$ cat config.mk
export PLATFORM = sky130hd
export DESIGN_NAME = beep_scheduler
export DESIGN_NICKNAME = d
export VERILOG_FILES = /design/src/rtl/beep_scheduler.sv
export SDC_FILE = /design/constraint.sdc
export NUM_CORES = 1
export LEC_CHECK = 0
export CAP_MARGIN = 10
export CELL_PAD_IN_SITES_DETAIL_PLACEMENT = 0
export CELL_PAD_IN_SITES_GLOBAL_PLACEMENT = 1
export CORE_MARGIN = 1.5
export CORE_UTILIZATION = 40
export CTS_CLUSTER_DIAMETER = 30
export CTS_CLUSTER_SIZE = 28
export DETAILED_ROUTE_END_ITERATION = 12
export GPL_TIMING_DRIVEN = 0
export PLACE_DENSITY_LB_ADDON = 0.3
export SYNTH_ARGS = -nofsm -noshare
export SYNTH_HDL_FRONTEND = slang
export SYNTH_SLANG_ARGS = --single-unit
$ cat constraint.sdc
create_clock -name ext_clk_25m -period 3.6 [get_ports ext_clk_25m]
set_input_delay 0.36 -clock ext_clk_25m [delete_from_list [all_inputs] [get_ports ext_clk_25m]]
set_output_delay 0.36 -clock ext_clk_25m [all_outputs]
set_load 0.02 [all_outputs]
$ cat src/rtl/beep_scheduler.sv
// beep_scheduler: fixed-priority arbiter that shares one buzzer among N_REQ
// requesters. It plays each granted burst as timed tone-on / silence windows.
module beep_scheduler #(
    parameter int unsigned N_REQ      = 3,
    parameter int unsigned HP_W       = 16,
    parameter int unsigned CNT_W      = 4,
    parameter int unsigned ON_CYCLES  = 2_500_000,
    parameter int unsigned OFF_CYCLES = 1_250_000
) (
    input  logic                     ext_clk_25m,
    input  logic                     ext_rst_n,
    input  logic [N_REQ-1:0]         req,
    input  logic [N_REQ*HP_W-1:0]    half_period,
    input  logic [N_REQ*CNT_W-1:0]   beep_count,
    input  logic                     mute,
    output logic [N_REQ-1:0]         grant,
    output logic [N_REQ-1:0]         ack,
    output logic                     busy,
    output logic                     beep
);

    localparam int unsigned WIN_MAX = (ON_CYCLES > OFF_CYCLES) ? ON_CYCLES : OFF_CYCLES;
    localparam int unsigned WIN_W   = ($clog2(WIN_MAX) > 24) ? $clog2(WIN_MAX) : 24;

    localparam logic [WIN_W-1:0] ON_LAST  = WIN_W'(ON_CYCLES - 1);
    localparam logic [WIN_W-1:0] OFF_LAST = WIN_W'(OFF_CYCLES - 1);

    typedef enum logic [1:0] {
        S_IDLE,
        S_TONE_ON,
        S_TONE_OFF,
        S_DONE
    } state_t;

    state_t             state;
    logic [WIN_W-1:0]   win_cnt;
    logic [HP_W-1:0]    tone_cnt;
    logic [HP_W-1:0]    hp_lat;
    logic [CNT_W-1:0]   rem_cnt;
    logic               tone;

    logic [N_REQ-1:0]   sel_onehot;
    logic               sel_valid;
    logic [HP_W-1:0]    sel_hp;
    logic [CNT_W-1:0]   sel_cnt;

    // Lowest-index active request wins; also pick its parameter slices
    always_comb begin
        sel_onehot = '0;
        sel_valid  = 1'b0;
        sel_hp     = '0;
        sel_cnt    = '0;
        for (int i = int'(N_REQ) - 1; i >= 0; i--) begin
            if (req[i]) begin
                sel_onehot    = '0;
                sel_onehot[i] = 1'b1;
                sel_valid     = 1'b1;
                sel_hp        = half_period[i*HP_W +: HP_W];
                sel_cnt       = beep_count[i*CNT_W +: CNT_W];
            end
        end
    end

    // Burst sequencer: arbitration, window timing, tone generation and outputs
    always_ff @(posedge ext_clk_25m or negedge ext_rst_n) begin
        if (!ext_rst_n) begin
            state    <= S_IDLE;
            win_cnt  <= '0;
            tone_cnt <= '0;
            hp_lat   <= '0;
            rem_cnt  <= '0;
            tone     <= 1'b0;
            grant    <= '0;
            ack      <= '0;
            busy     <= 1'b0;
            beep     <= 1'b0;
        end else begin
            ack <= '0;
            case (state)
                S_IDLE: begin
                    grant <= '0;
                    busy  <= 1'b0;
                    beep  <= 1'b0;
                    tone  <= 1'b0;
                    if (sel_valid) begin
                        grant    <= sel_onehot;
                        busy     <= 1'b1;
                        hp_lat   <= (sel_hp == '0) ? HP_W'(1) : sel_hp;
                        win_cnt  <= '0;
                        tone_cnt <= '0;
                        if (sel_cnt == '0) begin
                            // Empty burst: complete immediately, buzzer stays silent
                            state   <= S_DONE;
                            rem_cnt <= '0;
                            ack     <= sel_onehot;
                        end else begin
                            state   <= S_TONE_ON;
                            rem_cnt <= sel_cnt;
                            tone    <= 1'b1;
                            beep    <= ~mute;
                        end
                    end
                end

                S_TONE_ON: begin
                    if (win_cnt == ON_LAST) begin
                        state    <= S_TONE_OFF;
                        win_cnt  <= '0;
                        tone_cnt <= '0;
                        tone     <= 1'b0;
                        beep     <= 1'b0;
                    end else begin
                        win_cnt <= win_cnt + WIN_W'(1);
                        if (tone_cnt == hp_lat - HP_W'(1)) begin
                            tone_cnt <= '0;
                            tone     <= ~tone;
                            beep     <= ~tone & ~mute;
                        end else begin
                            tone_cnt <= tone_cnt + HP_W'(1);
                            beep     <= tone & ~mute;
                        end
                    end
                end

                S_TONE_OFF: begin
                    beep <= 1'b0;
                    if (win_cnt == OFF_LAST) begin
                        win_cnt <= '0;
                        if (rem_cnt == CNT_W'(1)) begin
                            state   <= S_DONE;
                            rem_cnt <= '0;
                            ack     <= grant;
                        end else begin
                            state    <= S_TONE_ON;
                            rem_cnt  <= rem_cnt - CNT_W'(1);
                            tone_cnt <= '0;
                            tone     <= 1'b1;
                            beep     <= ~mute;
                        end
                    end else begin
                        win_cnt <= win_cnt + WIN_W'(1);
                    end
                end

                S_DONE: begin
                    state <= S_IDLE;
                    grant <= '0;
                    busy  <= 1'b0;
                    beep  <= 1'b0;
                    tone  <= 1'b0;
                end

                default: begin
                    state <= S_IDLE;
                end
            endcase
        end
    end

endmodule

==> results of run 1 <==
[stage by stage]
stage / hold slack, ns / instances / area, sq um / power, W
6_report: 0.4616 / 756 / 5658 / 0.001722
5_1_grt: 0.5075 / 756 / 5658 / 0.001784
4_1_cts: 0.4675 / 756 / 5658 / 0.001743
3_5_place_dp: 0.3237 / 739 / 5411 / 0.0009620
3_3_place_gp: 0.4985 / 738 / 5386 / 0.0009569
2_1_floorplan: 0.06441 / 526 / 4491 / 0.0008574
[cells in the final DEF (no fill, tap or decap), types with 7 or more instances in the layout]
| cell type | synthesis | routed |
|---|---|---|
| inv_1 | 15 | 15 |
| nor2_2 | 11 | 11 |
| nor4_1 | 7 | 7 |
| a22oi_1 | 18 | 18 |
| clkbuf_8 | 0 | 9 |
| nand3_1 | 18 | 18 |
| nand4_1 | 9 | 9 |
| xnor2_1 | 30 | 30 |
| nor2_1 | 52 | 52 |
| o21ai_0 | 47 | 47 |
| nor3_1 | 15 | 15 |
| a21oi_1 | 30 | 30 |
| clkbuf_1 | 13 | 14 |
| or3_1 | 7 | 7 |
| ha_1 | 9 | 9 |
| and3_1 | 10 | 10 |
| xor2_1 | 16 | 16 |
| nand2_1 | 69 | 69 |
| dfrtp_1 | 71 | 71 |
| clkdlybuf4s50_1 | 0 | 71 |
[power breakdown]
part | switching [W] | leakage (nW) | internal (W)
Combinational | 0.0000647 | 1.30 | 0.0000846
Sequential | 0 | 0.946 | 0.000797
Clock | 0.000316 | 0.120 | 0.000459
[registers in the layout, summed over array words and instances (netlist names)]
name      flops
beep          1
rem_cnt       4
ack           3
grant         3
win_cnt      24
busy          1
state         2
hp_lat       16
tone_cnt     16
tone          1
[cell families (layout without fill, tap and decap cells)]
family / after synthesis / in the layout / synth area share, %
xor+xnor: 46 / 46 / 8.972
fa+ha+maj: 9 / 9 / 2.508
simple gates: 234 / 234 / 27.06
buf+inv: 38 / 128 / 3.650
flops: 71 / 71 / 39.57
compound gates: 126 / 126 / 17.78
mux: 2 / 2 / 0.4737
[cell type report]
type / instances / area share, %
multi-input combinational: 417 / 45.07
sequential: 71 / 31.40
timing repair buffer: 74 / 13.36
tap: 140 / 3.096
clock buffer: 10 / 2.256
clock inverter: 6 / 1.924
buffer: 23 / 1.902
inverter: 15 / 0.9951
[timing repair]
item | in CTS | in global routing
endpoints found under the hold margin | 28 | 0
gates resized for setup | 0 | 0
hold buffers | 1 | 0
[per-layer routing]
metal | share of wire [%] | GRT usage (%) | routed length (um) | vias to the layer above
met4 | 1.8 | 7.425 | 205 | 0
li1 | - | - | - | 2041
met3 | 2.0 | 3.945 | 232 | 16
met5 | 0 | 0 | 0 | -
met1 | 45 | 25.50 | 5151 | 1981
met2 | 51 | 37.23 | 5912 | 34
[worst paths after layout]
kind / slack (ns) / cells past startpoint / endpoint / start
setup / recovery: 0.61 / 7 / win_cnt[17]$_DFFE_PN0P_ / win_cnt[11]$_DFFE_PN0P_
hold reg to reg: 0.52 / 1 / busy$_DFFE_PN0P_ / busy$_DFFE_PN0P_
max in group asynchronous: 2.58 / 3 / win_cnt[13]$_DFFE_PN0P_ / ext_rst_n
setup reg to reg: 0.61 / 7 / win_cnt[17]$_DFFE_PN0P_ / win_cnt[11]$_DFFE_PN0P_
min in group ext_clk_25m: 0.52 / 1 / busy$_DFFE_PN0P_ / busy$_DFFE_PN0P_
hold / removal: 0.46 / 2 / hp_lat[12]$_DFFE_PN0P_ / ext_rst_n
[worst max-delay path, delay by kind of cell, from the launching register on]
family                 cells  cell delay, ns
DFF                        1            0.41
buffers and inverters      1            0.32
and+or+nand+nor            3            0.84
AOI/OAI and AO/OA          3            1.30
[Yosys cell counts (9+ instances only)]
cell type / count / area (sq um)
dfrtp_1: 71 / 1777
nand2_1: 69 / 259.0
nor2_1: 52 / 195.2
o21ai_0: 47 / 235.2
a21oi_1: 30 / 150.1
xnor2_1: 30 / 262.8
a22oi_1: 18 / 135.1
nand3_1: 18 / 90.09
xor2_1: 16 / 140.1
inv_1: 15 / 56.30
nor3_1: 15 / 75.07
clkbuf_1: 13 / 48.80
nor2_2: 11 / 68.82
and3_1: 10 / 62.56
ha_1: 9 / 112.6
nand4_1: 9 / 56.30
==> key figures, run 1 <==
Run status
  – Outcome: complete, no violations

Setup path
  – Crit Path Max Fanout: 10
  – Worst-path cell chain: nor4b_1 -> nand2_1 -> o41a_1 -> a21o_1 -> a21oi_1 -> buf_2 -> nor2_1
  – Critical Path Start Type: flop
  – Worst path max stage delay: 0.58 ns
  – CP Class: flop to flop
  – Worst path slowest cell: o41a_1
  – WP data arrival: 3.23 ns
  – Worst EP required: 3.85 ns
  – Setup crit end kind: flop

Global routing
  – Pin count of the biggest net entering global routing: 44
  – Initial antenna violation count: 0
  – First-pass GRT wire length: 19620 um
  – GRT Residual Overflow: 0
  – GRT Total Usage: 21.08%
  – Number of global-route vias before repair: 4176

Timing
  – Worst setup margin: 0.6141 ns
  – Worst Skew: 0.01034 ns
  – Slew Viols, Final: 0
  – Final period utilization: 82.94%
  – Final hold violation count: 0
  – Setup violators final: 0
  – Max Freq: 334.9 MHz
  – Worst slew pin tran: 0.8433 ns
  – RSZ-0062 raised after global routing: false
  – Final min period: 2.986 ns
  – Slew HR: 43.26%
  – Final setup TNS: 0 ns

Floorplanning
  – Die Width: 109.0 um
  – Core Rows: 38
  – Io pins: 74
  – Initial core utilization: 41.24%
  – Die area: 0.01187 sq mm
  – Die height: 109.0 um
  – Total core area: 0.01089 sq mm

Placed design
  – Worst slack, placed: 0.5040 ns
  – HPWL after DPL: 8820 um
  – GPL Wtd Cong: 0.7971
  – Port Buf Inserts: 72

Routing
  – Antenna-violating nets left: 0
  – WL per Instance: 15.21 um
  – 1st-iter DRT viols: 152
  – # DRC: 0
  – Final WL: 11500 um
  – Via count: 4072
  – Via density: 5.386
  – First-pass DRT Iterations: 4

Logic synthesis
  – Post-synthesis sequential area ratio: 39.57%
  – Synth async-reset ratio: 100.0%
  – Post-synth cell types: 60
  – Syn nets: 601
  – Synthesized area per cell: 8.537 sq um
  – Post-synth EDFFs: 0
  – Cells after synthesis: 526
  – YS warnings: 0
  – Flops & latches, synth: 71
  – Mapped Area: 0.004491 sq mm
  – Main synth FF type: dfrtp_1

CTS
  – Maximum level of the CTS H-tree: 3
  – Reg clk slew, reported paths: 0.08 ns
  – CTS tree: yes
  – Setup bufs post-CTS: 0
  – Clock buffer depth: 2
  – Worst-skew pair later-pin latency: 0.36 ns
  – CTS buffer count: 9
  – Root Driver: clkbuf_8
  – Clk sinks: 71

Finish
  – ANT cells: 0
  – Finished Core Util: 51.97%
  – Area Growth Syn to Fin: 26.00%
  – Reg area: 0.001777 sq mm
  – Area of the multi-input gates: 0.002550 sq mm
  – Nets: 686
  – Share of cells above drive strength 1: 7.305%
  – Filler instances: 1029

Worst hold path
  – Hold WC Path Type: input port to async pin

Job
  – Max_cap viols: 0

Pwr
  – Peak supply drop: 0.0002193 V
  – Lkg Pwr: 2.369 nW
  – Pwr Density: 304.3 mW/mm^2
No activity file was read; power rests on OpenSTA's default activity.
==> run 2, diff against run 1 <==
==> constraint.sdc (replaced) <==
create_clock -name ext_clk_25m -period 2.9 [get_ports ext_clk_25m]
set_input_delay 0.29 -clock ext_clk_25m [delete_from_list [all_inputs] [get_ports ext_clk_25m]]
set_output_delay 0.29 -clock ext_clk_25m [all_outputs]
set_load 0.02 [all_outputs]
==> key figures, run 2 (synthesized netlist as in run 1, its figures left out) <==
Timing
  – Final setup TNS: 0 ns (unchanged)
  – Worst slew pin tran: 0.8342 ns (-0.009129 ns)
  – Final period utilization: 95.15% (+12 points)
  – Setup violators final: 0 (unchanged)
  – Max Freq: 362.4 MHz (+8.2%)
  – Slew Viols, Final: 0 (unchanged)
  – Final min period: 2.759 ns (-0.2265 ns)
  – Final hold violation count: 0 (unchanged)
  – Slew HR: 43.87% (+0.61 points)
  – Worst Skew: 0.008805 ns (-0.001539 ns)

Floorplanning
  – Initial core utilization: 41.24% (unchanged)
  – Total core area: 0.01089 sq mm (unchanged)
  – Die Width: 109.0 um (unchanged)
  – Die area: 0.01187 sq mm (unchanged)
  – Die height: 109.0 um (unchanged)
  – Io pins: 74 (unchanged)
  – Core Rows: 38 (unchanged)

Routing
  – 1st-iter DRT viols: 141 (-7.2%)
  – First-pass DRT Iterations: 4 (unchanged)
  – Final WL: 11590 um (+0.74%)
  – # DRC: 0 (unchanged)
  – Antenna-violating nets left: 0 (unchanged)
  – Via count: 4101 (+0.71%)
  – Via density: 5.396 (+0.18%)
  – WL per Instance: 15.25 um (+0.21%)

CTS
  – CTS tree: yes
  – Clk sinks: 71 (unchanged)
  – Worst-skew pair later-pin latency: 0.37 ns (about the same)
  – Clock buffer depth: 2 (unchanged)
  – CTS buffer count: 9 (unchanged)
  – Reg clk slew, reported paths: 0.07 ns (about the same)
  – Root Driver: clkbuf_8
  – Maximum level of the CTS H-tree: 3 (unchanged)

Finish
  – Nets: 690 (+0.58%)
  – Finished Core Util: 52.62% (+0.66 points)
  – Max FFs per register: 24 (unchanged)
  – Largest reg by FF count: win_cnt
  – Commonest non-fill, non-tap cells in the layout: clkdlybuf4s50_1, dfrtp_1, nand2_1
  – Share of cells above drive strength 1: 9.032% (+1.7 points)
  – Most common cell after layout, fill and taps aside: clkdlybuf4s50_1
  – Area Growth Syn to Fin: 27.58%
  – Design Area, Final: 0.005729 sq mm (+1.3%)
  – ANT cells: 0 (unchanged)
  – Top flop regs: win_cnt: 24 flops, hp_lat: 16 flops, tone_cnt: 16 flops

Pwr
  – Pwr Density: 373.3 mW/mm^2 (+23%)
  – Lkg Pwr: 2.396 nW (+1.2%)
  – Final Total Pwr: 0.002139 W (+24%)
  – Peak supply drop: 0.0002717 V (+24%)

Setup path
  – Worst Reg-to-Reg Cells: 11 (+4)
  – WP data arrival: 3.02 ns (-0.21 ns)
  – Critical Path Start Type: flop
  – CP Class: flop to flop
  – Reg2reg setup slack: 0.14 ns (-0.47 ns)
  – Setup crit end kind: flop
  – Crit Path Max Fanout: 10 (unchanged)
  – R2R Path Start: hp_lat[0]$_DFFE_PN0P_
  – Worst EP required: 3.16 ns (-0.69 ns)
  – Worst reg2reg path endpoint: tone_cnt[13]$_DFFE_PN0P_

Placed design
  – Cell Area, Placed: 0.005411 sq mm (unchanged)
  – HPWL after DPL: 8820 um (unchanged)
  – GPL Wtd Cong: 0.7971 (unchanged)
  – Port Buf Inserts: 72 (unchanged)

Worst hold path
  – Hold WC Path Type: input port to async pin

Global routing
  – GRT Residual Overflow: 0 (unchanged)
  – First-pass GRT wire length: 19620 um (about the same)
  – Pin count of the biggest net entering global routing: 44 (unchanged)
  – Number of global-route vias before repair: 4178 (+0.048%)
  – Initial antenna violation count: 0 (unchanged)
  – GRT Total Usage: 21.10% (about the same)

Run status
  – Outcome: complete, no violations

Job
  – Max_cap viols: 0 (unchanged)
run 2: worst max-delay path by stage:
stage / startpoint / to / slack [ns] / cells after the start
detailed placement: req[2] / beep$_DFF_PN0_ / -0.13 / 9
global route: hp_lat[0]$_DFFE_PN0P_ / tone_cnt[5]$_DFFE_PN0P_ / -0.02 / 11
CTS: hp_lat[0]$_DFFE_PN0P_ / tone_cnt[13]$_DFFE_PN0P_ / 0.06 / 11
global placement: ext_rst_n / win_cnt[13]$_DFFE_PN0P_ / -0.95 / 1
finish: hp_lat[0]$_DFFE_PN0P_ / tone_cnt[13]$_DFFE_PN0P_ / 0.14 / 11
floorplan: hp_lat[0]$_DFFE_PN0P_ / tone_cnt[10]$_DFFE_PN0P_ / 0.30 / 11
run 2: layer usage:
layer,up-vias,global-route usage (%),wire length [um]
met4,0,7.425,186
met3,13,3.945,225
met5,-,0,0
li1,2053,-,-
met2,32,37.23,6027
met1,2003,25.54,5148
run 2: where the power goes:
part           switching [W]  leakage, nW  internal [W]
sequential                 0        0.944      0.000989
clock               0.000394        0.120      0.000570
combinational      0.0000806         1.33      0.000105
total               0.000475         2.40       0.00166
run 2: area by class of cell:
type / count / area (sq um)
Fill cell: 1027 / 5159
Multi-Input combinational cell: 417 / 2590
Sequential cell: 71 / 1778
Timing Repair Buffer: 78 / 785.8
Tap cell: 140 / 175.2
Clock buffer: 10 / 127.6
Clock inverter: 6 / 108.9
Buffer: 23 / 107.6
Inverter: 15 / 56.30
run 2: through the flow:
step | worst slack (ns) | std cells | hold slack, ns
4_1_cts | 0.05890 | 756 | 0.3975
6_report | 0.1405 | 760 | 0.3884
3_5_place_dp | -0.1260 | 739 | 0.2537
2_1_floorplan | 0.3034 | 526 | -0.005591
3_3_place_gp | -0.9543 | 738 | 0.4985
5_1_grt | -0.01985 | 760 | 0.4375
run 2: timing repair:
item                       4_1_cts  5_1_grt
resized for setup                3        6
hold buffers                     1        0
setup endpoints to repair       23       35
pin swaps                        0        3
setup buffers                    0        4
hold endpoints to repair        28        0
run 2: critical path, cell delays in order, from the launching register on:
cell	delay (ns)
dfrtp_2	0.45
inv_1	0.07
ha_2	0.21
nor3b_4	0.21
nand3_1	0.12
nor3_1	0.19
a31oi_1	0.08
or4_4	0.58
o31ai_4	0.31
and2_4	0.23
buf_12	0.14
nor2_2	0.05
